[src/rtl/melody_player_if.sv]
// melody_player_if: control handshake, note-ROM read port and amplifier outputs of melody_player.
// The vol input exists only when MELODY_VOLUME_EN is defined.
interface melody_player_if #(
    parameter int PERIOD_W = 20,
    parameter int DUR_W    = 5,
    parameter int ADDR_W   = 10
);
    // Handshake: start is a one-cycle request taken only while busy=0, player_en=1 and stop=0;
    // busy rises the next cycle and stays high until IDLE; done pulses for exactly one cycle
    // after a natural end of song; stop or player_en=0 aborts from any state without done.
    logic                player_en;
    logic                start;
    logic                stop;
    logic                loop_en;
    logic [ADDR_W-1:0]   note_addr;
    logic [PERIOD_W-1:0] note_period;
    logic [DUR_W-1:0]    note_dur;
    logic                busy;
    logic                done;
    logic                audio_out;
    logic                aud_sd;
`ifdef MELODY_VOLUME_EN
    logic [2:0]          vol;

    modport master (
        output player_en, start, stop, loop_en, note_period, note_dur, vol,
        input  note_addr, busy, done, audio_out, aud_sd
    );
    modport slave (
        input  player_en, start, stop, loop_en, note_period, note_dur, vol,
        output note_addr, busy, done, audio_out, aud_sd
    );
`else
    modport master (
        output player_en, start, stop, loop_en, note_period, note_dur,
        input  note_addr, busy, done, audio_out, aud_sd
    );
    modport slave (
        input  player_en, start, stop, loop_en, note_period, note_dur,
        output note_addr, busy, done, audio_out, aud_sd
    );
`endif
endinterface

[src/rtl/melody_player.sv]
// melody_player: plays {half-period, duration} notes from a synchronous ROM as a square wave.
// Define MELODY_VOLUME_EN to add a per-note 3-bit PWM volume control on audio_out.
module melody_player #(
    parameter int CLK_FREQ      = 100_000_000,
    parameter int UNITS_PER_SEC = 8,
    parameter int PERIOD_W      = 20,
    parameter int DUR_W         = 5,
    parameter int ADDR_W        = 10,
    parameter int SONG_LEN      = 1024,
    parameter int GAP_CYCLES    = 0
) (
    input  logic           clk,
    input  logic           rst,
    melody_player_if.slave bus,
    output logic [2:0]     state_dbg
);

    localparam int TICKS_PER_UNIT = CLK_FREQ / UNITS_PER_SEC;
    localparam int UNIT_W         = $clog2(TICKS_PER_UNIT);
    localparam int GAP_W          = (GAP_CYCLES > 1) ? $clog2(GAP_CYCLES) : 1;
    localparam int GAP_END        = (GAP_CYCLES > 0) ? GAP_CYCLES - 1 : 0;

    localparam logic [UNIT_W-1:0] UNIT_LAST = UNIT_W'(TICKS_PER_UNIT - 1);
    localparam logic [GAP_W-1:0]  GAP_LAST  = GAP_W'(GAP_END);
    localparam logic [ADDR_W-1:0] LAST_ADDR = ADDR_W'(SONG_LEN - 1);

    localparam logic [2:0] S_IDLE  = 3'd0;
    localparam logic [2:0] S_FETCH = 3'd1;
    localparam logic [2:0] S_LOAD  = 3'd2;
    localparam logic [2:0] S_PLAY  = 3'd3;
    localparam logic [2:0] S_GAP   = 3'd4;

    logic [2:0]          state;
    logic [ADDR_W-1:0]   addr_q;
    logic                done_q;
    logic                tone_q;
    logic [PERIOD_W-1:0] period_q;
    logic [PERIOD_W-1:0] tone_cnt;
    logic [UNIT_W-1:0]   unit_cnt;
    logic [DUR_W-1:0]    rem_q;
    logic [GAP_W-1:0]    gap_cnt;

    logic halt;
    logic play_last;
    logic gap_last;
    logic advance;
    logic at_last;
    logic song_end;
    logic next_note;

    // Decisions that end a note or a song; evaluated before the per-state work so that
    // an end-of-song always wins over the ordinary PLAY/LOAD updates.
    always_comb begin
        halt      = bus.stop || !bus.player_en;
        play_last = (state == S_PLAY) && (unit_cnt == UNIT_LAST) && (rem_q == DUR_W'(1));
        gap_last  = (state == S_GAP) && (gap_cnt == GAP_LAST);
        advance   = (GAP_CYCLES == 0) ? play_last : gap_last;
        at_last   = (addr_q == LAST_ADDR);
        song_end  = ((state == S_LOAD) && (bus.note_dur == '0)) || (advance && at_last);
        next_note = advance && !at_last;
    end

    always_ff @(posedge clk) begin
        if (!rst) begin
            state    <= S_IDLE;
            addr_q   <= '0;
            done_q   <= 1'b0;
            tone_q   <= 1'b0;
            period_q <= '0;
            tone_cnt <= '0;
            unit_cnt <= '0;
            rem_q    <= '0;
            gap_cnt  <= '0;
        end else begin
            done_q <= 1'b0;
            if (halt) begin
                state  <= S_IDLE;
                tone_q <= 1'b0;
            end else if (song_end) begin
                tone_q <= 1'b0;
                if (bus.loop_en) begin
                    addr_q <= '0;
                    state  <= S_FETCH;
                end else begin
                    state  <= S_IDLE;
                    done_q <= 1'b1;
                end
            end else if (next_note) begin
                tone_q <= 1'b0;
                addr_q <= addr_q + ADDR_W'(1);
                state  <= S_FETCH;
            end else begin
                case (state)
                    S_IDLE: begin
                        if (bus.start) begin
                            addr_q <= '0;
                            state  <= S_FETCH;
                        end
                    end
                    S_FETCH: begin
                        state <= S_LOAD;
                    end
                    S_LOAD: begin
                        period_q <= bus.note_period;
                        rem_q    <= bus.note_dur;
                        tone_cnt <= '0;
                        unit_cnt <= '0;
                        tone_q   <= 1'b0;
                        state    <= S_PLAY;
                    end
                    S_PLAY: begin
                        // A zero half-period is a rest: the tone stays low for the whole note.
                        if (period_q == '0) begin
                            tone_q <= 1'b0;
                        end else if (tone_cnt == period_q - PERIOD_W'(1)) begin
                            tone_q   <= ~tone_q;
                            tone_cnt <= '0;
                        end else begin
                            tone_cnt <= tone_cnt + PERIOD_W'(1);
                        end
                        if (unit_cnt == UNIT_LAST) begin
                            unit_cnt <= '0;
                            rem_q    <= rem_q - DUR_W'(1);
                        end else begin
                            unit_cnt <= unit_cnt + UNIT_W'(1);
                        end
                        if (play_last) begin
                            tone_q  <= 1'b0;
                            gap_cnt <= '0;
                            state   <= S_GAP;
                        end
                    end
                    S_GAP: begin
                        gap_cnt <= gap_cnt + GAP_W'(1);
                    end
                    default: begin
                        state <= S_IDLE;
                    end
                endcase
            end
        end
    end

`ifdef MELODY_VOLUME_EN
    logic [2:0] pwm_cnt;
    logic [2:0] vol_q;

    // Volume is latched per note so a mid-note change never chops a tone period.
    always_ff @(posedge clk) begin
        if (!rst) begin
            pwm_cnt <= '0;
            vol_q   <= '0;
        end else begin
            pwm_cnt <= pwm_cnt + 3'd1;
            if (state == S_LOAD && !halt) begin
                vol_q <= bus.vol;
            end
        end
    end

    assign bus.audio_out = tone_q && (pwm_cnt < vol_q);
`else
    assign bus.audio_out = tone_q;
`endif

    assign bus.note_addr = addr_q;
    assign bus.busy      = (state != S_IDLE);
    assign bus.aud_sd    = (state != S_IDLE);
    assign bus.done      = done_q;
    assign state_dbg     = state;

endmodule

[src/flat_wrapper.sv]
// flat-port wrapper written by rule: the top's interface ports become plain ports
module melody_player_flat 
#(
    parameter int CLK_FREQ      = 100_000_000,
    parameter int UNITS_PER_SEC = 8,
    parameter int PERIOD_W      = 20,
    parameter int DUR_W         = 5,
    parameter int ADDR_W        = 10,
    parameter int SONG_LEN      = 1024,
    parameter int GAP_CYCLES    = 0
)
  (clk, rst, state_dbg, bus_player_en, bus_start, bus_stop, bus_loop_en, bus_note_period, bus_note_dur, bus_note_addr, bus_busy, bus_done, bus_audio_out, bus_aud_sd);
  melody_player_if #(.PERIOD_W(PERIOD_W), .DUR_W(DUR_W), .ADDR_W(ADDR_W)) bus_i ();
  input  logic clk;
  input  logic rst;
  output logic [2:0] state_dbg;
  input wire logic [$bits(bus_i.player_en)-1:0] bus_player_en;
  input wire logic [$bits(bus_i.start)-1:0] bus_start;
  input wire logic [$bits(bus_i.stop)-1:0] bus_stop;
  input wire logic [$bits(bus_i.loop_en)-1:0] bus_loop_en;
  input wire logic [$bits(bus_i.note_period)-1:0] bus_note_period;
  input wire logic [$bits(bus_i.note_dur)-1:0] bus_note_dur;
  output wire logic [$bits(bus_i.note_addr)-1:0] bus_note_addr;
  output wire logic [$bits(bus_i.busy)-1:0] bus_busy;
  output wire logic [$bits(bus_i.done)-1:0] bus_done;
  output wire logic [$bits(bus_i.audio_out)-1:0] bus_audio_out;
  output wire logic [$bits(bus_i.aud_sd)-1:0] bus_aud_sd;
  assign bus_i.player_en = bus_player_en;
  assign bus_i.start = bus_start;
  assign bus_i.stop = bus_stop;
  assign bus_i.loop_en = bus_loop_en;
  assign bus_i.note_period = bus_note_period;
  assign bus_i.note_dur = bus_note_dur;
  assign bus_note_addr = bus_i.note_addr;
  assign bus_busy = bus_i.busy;
  assign bus_done = bus_i.done;
  assign bus_audio_out = bus_i.audio_out;
  assign bus_aud_sd = bus_i.aud_sd;
  melody_player #(.CLK_FREQ(CLK_FREQ), .UNITS_PER_SEC(UNITS_PER_SEC), .PERIOD_W(PERIOD_W), .DUR_W(DUR_W), .ADDR_W(ADDR_W), .SONG_LEN(SONG_LEN), .GAP_CYCLES(GAP_CYCLES)) u_core (.clk(clk), .rst(rst), .bus(bus_i), .state_dbg(state_dbg));
endmodule
[config.mk]
export PLATFORM = sky130hd
export DESIGN_NAME = melody_player_flat
export DESIGN_NICKNAME = d
export VERILOG_FILES = /design/src/rtl/melody_player_if.sv /design/src/rtl/melody_player.sv /design/src/flat_wrapper.sv
export SDC_FILE = /design/constraint.sdc
export NUM_CORES = 1
export LEC_CHECK = 0
export BUFFER_PORTS_ARGS = -buffer_cell sky130_fd_sc_hd__buf_2
export CAP_MARGIN = 20
export CORE_AREA = 2 2 107 161
export CTS_CLUSTER_SIZE = 8
export DETAILED_ROUTE_END_ITERATION = 10
export DIE_AREA = 0 0 109 163
export PLACE_DENSITY = 0.56
export SLEW_MARGIN = 20
export SYNTH_ARGS = -nofsm -noshare
export SYNTH_HDL_FRONTEND = slang
export SYNTH_SLANG_ARGS = --single-unit
[constraint.sdc]
create_clock -name clk -period 3.5 [get_ports clk]
set_input_delay 0.175 -clock clk [delete_from_list [all_inputs] [get_ports clk]]
set_output_delay 0.175 -clock clk [all_outputs]
set_load 0.005 [all_outputs]
==> impl_metrics.toml <==
[job]
drv_cap = 0

[sta]
hold_violations = 0
setup_tns_ns = 0
fin_worst_skew_ns = 0.00892
timing.slew.headroom_pct = 37.8
period_minus_slack_ns = 3.12
setup_viol = 0
rsz0062_at_grt = "no"
max_freq_mhz = 321
finalCritPeriodShare_pct = 89.1
worstMarginPinSlew_ns = 0.926
drv_slew = 0

[grt]
met2_usage_pct = 26.1
antenna_found_initial = 0
grt_use_total_pct = 14.3
met3_usage_pct = 2.16
grt_max_degree = 41
grt_pass1_wl_mm = 20.2
grt_pass1_vias = 4136
grt_overflow = 0
gr-usage-met1_pct = 16.0
grt_most_used_layer = "met2"

[cts]
ctsHtreeMaxLevel = 3
postCtsHoldBufs = 0
cts_tree = "built"
cts.sinks = 84
cts_buffers = 9
cts_root_buffer = "clkbuf_16"
post_cts_resized = 0
clk-insertion-delay-late_ns = 0.34
cts_max_path_buffers = 2
clkTransAtPathRegs_ns = 0.06
postCtsSetupBuffers = 0

[layout]
synthToLayoutAreaGrowth_pct = 15.4
diodes = 0
fillCellCount = 1745
final_nets = 677
drive_gt1_share_pct = 14.4
final_area_um2 = 5550
fin_util_pct = 33.7

[placed_design]
dp_hpwl_mm = 9.10
gp_congestion = 0.867
port_buffers = 47
placed_area_um2 = 5240

[synthesis]
yosys_warnings = 0
async_reset_ff_share_pct = 0
synth.net_count = 640
synth_area_um2 = 4810
ys_seq_area_share_pct = 35.0
synth-edff-count = 0
yosys.cell_types.count = 62
synthFlopType = "dfxtp_1"
synth-seq-cells = 84
syn-instance-count = 603
avgSynthCellArea_um2 = 7.97

[detailed_routing]
postRouteAntennaNets = 0
wl_per_cell_um = 14.2
drt_iter0_markers = 162
vias = 4319
vias_per_cell = 5.05
firstDrtPassIters = 4
drc = 0
drt-total-wl_mm = 12.1

[pwr]
vdd_drop_max_uv = 286
cellPowerDensity_nw_per_um2 = 360
leakage_nw = 2.11

[critical_path]
rrSetupSlack_ns = 0.38
setup.worst_path.class = "register to register"
reg2regPathDepth = 11
r2r_end = "u_core.tone_cnt[11]"
cp.arrival_ns = 3.35
path_max_fanout = 6
crit_path_start_kind = "register"
r2r_start = "u_core.period_q[0]"
end_kind = "register"
cp.required_ns = 3.73

[floorplan]
die_height_um = 163
die_w_um = 109
core_um2 = 16500
num_rows = 58
io_pins = 48
initial_core_util_pct = 29.2
dieArea_um2 = 17800

[hold_path]
holdPathStages = 2
worstHoldStart = "bus_loop_en"
hp-class = "input pin to register"
min_to = "u_core.bus.done"

[outcome]
status = "completed"
[synthesized netlist by cell type (13+ instances only)]
cell type,instances,share of area [%]
nand2_1,70,5.5
inv_1,14,1.1
dfxtp_1,84,35
xnor2_1,26,4.7
nand4_1,13,1.7
nor2_1,60,4.7
nand3_1,44,4.6
a21boi_0,24,3.7
clkbuf_1,21,1.6
o21ai_0,24,2.5
xor2_1,30,5.5
nor3_1,19,2.0
[metrics by stage]
| step | worst slack (ns) | total power (W) | hold WS (ns) | instances |
|---|---|---|---|---|
| CTS | 0.348 | 0.00202 | 0.0235 | 855 |
| global placement | 0.384 | 0.00105 | 0.392 | 839 |
| global route | 0.0694 | 0.00206 | 0.0354 | 855 |
| floorplan | 0.708 | 0.00101 | 0.253 | 603 |
| finish | 0.380 | 0.00200 | 0.0346 | 855 |
| detailed placement | 0.372 | 0.00104 | 0.378 | 839 |
[state kept, by name, summed over array words and instances (netlist names)]
name and cells:
u_core.tone_cnt 20, u_core.bus.audio_out 1, u_core.rem_q 5, u_core.unit_cnt 24, u_core.period_q 20, u_core.state_dbg 3
u_core.bus.note_addr 10, u_core.bus.done 1
[power breakdown]
part	switching, W	internal [W]
registers	0.00000222	0.000957
clock network	0.000401	0.000575
logic	0.0000351	0.0000273
[layer usage]
layer	wire length, um	vias up
met5	0	-
met4	354	0
met3	385	20
met2	6380	84
met1	5020	2009
li1	-	2206
[final cells by class]
cell class                 count  area, um^2  share of cell area (%)
clock inverter                 5        60.1                    1.08
sequential                    84        1680                    30.3
multi-input combinational    471        2910                    52.5
timing repair buffer          60         333                    6.00
inverter                      14        52.6                   0.947
clock buffer                  11         243                    4.38
tap                          210         263                    4.74
[critical path, cell delays in order (launching register included)]
cell	delay, ns
dfxtp_1	0.35
inv_1	0.07
ha_1	0.23
or3b_2	0.51
nor4_1	0.29
o31ai_1	0.13
o31a_1	0.13
or4_4	0.44
nor3_4	0.33
buf_4	0.21
a311oi_1	0.05
o221a_2	0.26
[worst max path at each step]
stage | from | slack (ns) | endpoint
4_1_cts | u_core.period_q[0] | 0.35 | u_core.tone_cnt[11]
2_1_floorplan | u_core.period_q[0] | 0.71 | u_core.bus.audio_out
3_3_place_gp | u_core.period_q[0] | 0.38 | u_core.tone_cnt[11]
6_report | u_core.period_q[0] | 0.38 | u_core.tone_cnt[11]
3_5_place_dp | u_core.period_q[0] | 0.37 | u_core.tone_cnt[11]
5_1_grt | u_core.period_q[0] | 0.07 | u_core.tone_cnt[11]
[cells by family (layout without fill, tap and decap cells)]
group                      count (synthesis)  count (layout)  share of synthesized area [%]
adders and majority gates                  6               6                           1.56
buffers and inverters                     48              90                           4.42
AOI/OAI and AO/OA                        114             114                           16.6
and+or+nand+nor                          293             293                           31.8
muxes                                      2               2                          0.416
DFF                                       84              84                           35.0
xor gates and xnor gates                  56              56                           10.2
[cells in the final DEF, fill, tap and decap left out, types with 3 or more instances in the layout]
cell	count
a211oi_1	12
a21boi_0	24
a21o_1	11
a21oi_1	10
a31oi_1	7
and2_1	7
and3_1	12
and4_1	3
buf_2	47
buf_4	13
clkbuf_16	9
dfxtp_1	84
ha_1	6
inv_1	14
nand2_1	70
nand2b_1	12
nand3_1	44
nand3b_1	4
nand4_1	13
nor2_1	60
nor2b_1	8
nor3_1	19
nor3b_1	3
nor4_1	7
nor4bb_1	4
o211ai_1	3
o21ai_0	24
o31ai_1	4
o41ai_1	3
or2_2	5
or3_1	7
or4_1	3
xnor2_1	26
xor2_1	30
No activity file was read; power rests on OpenSTA's default activity.
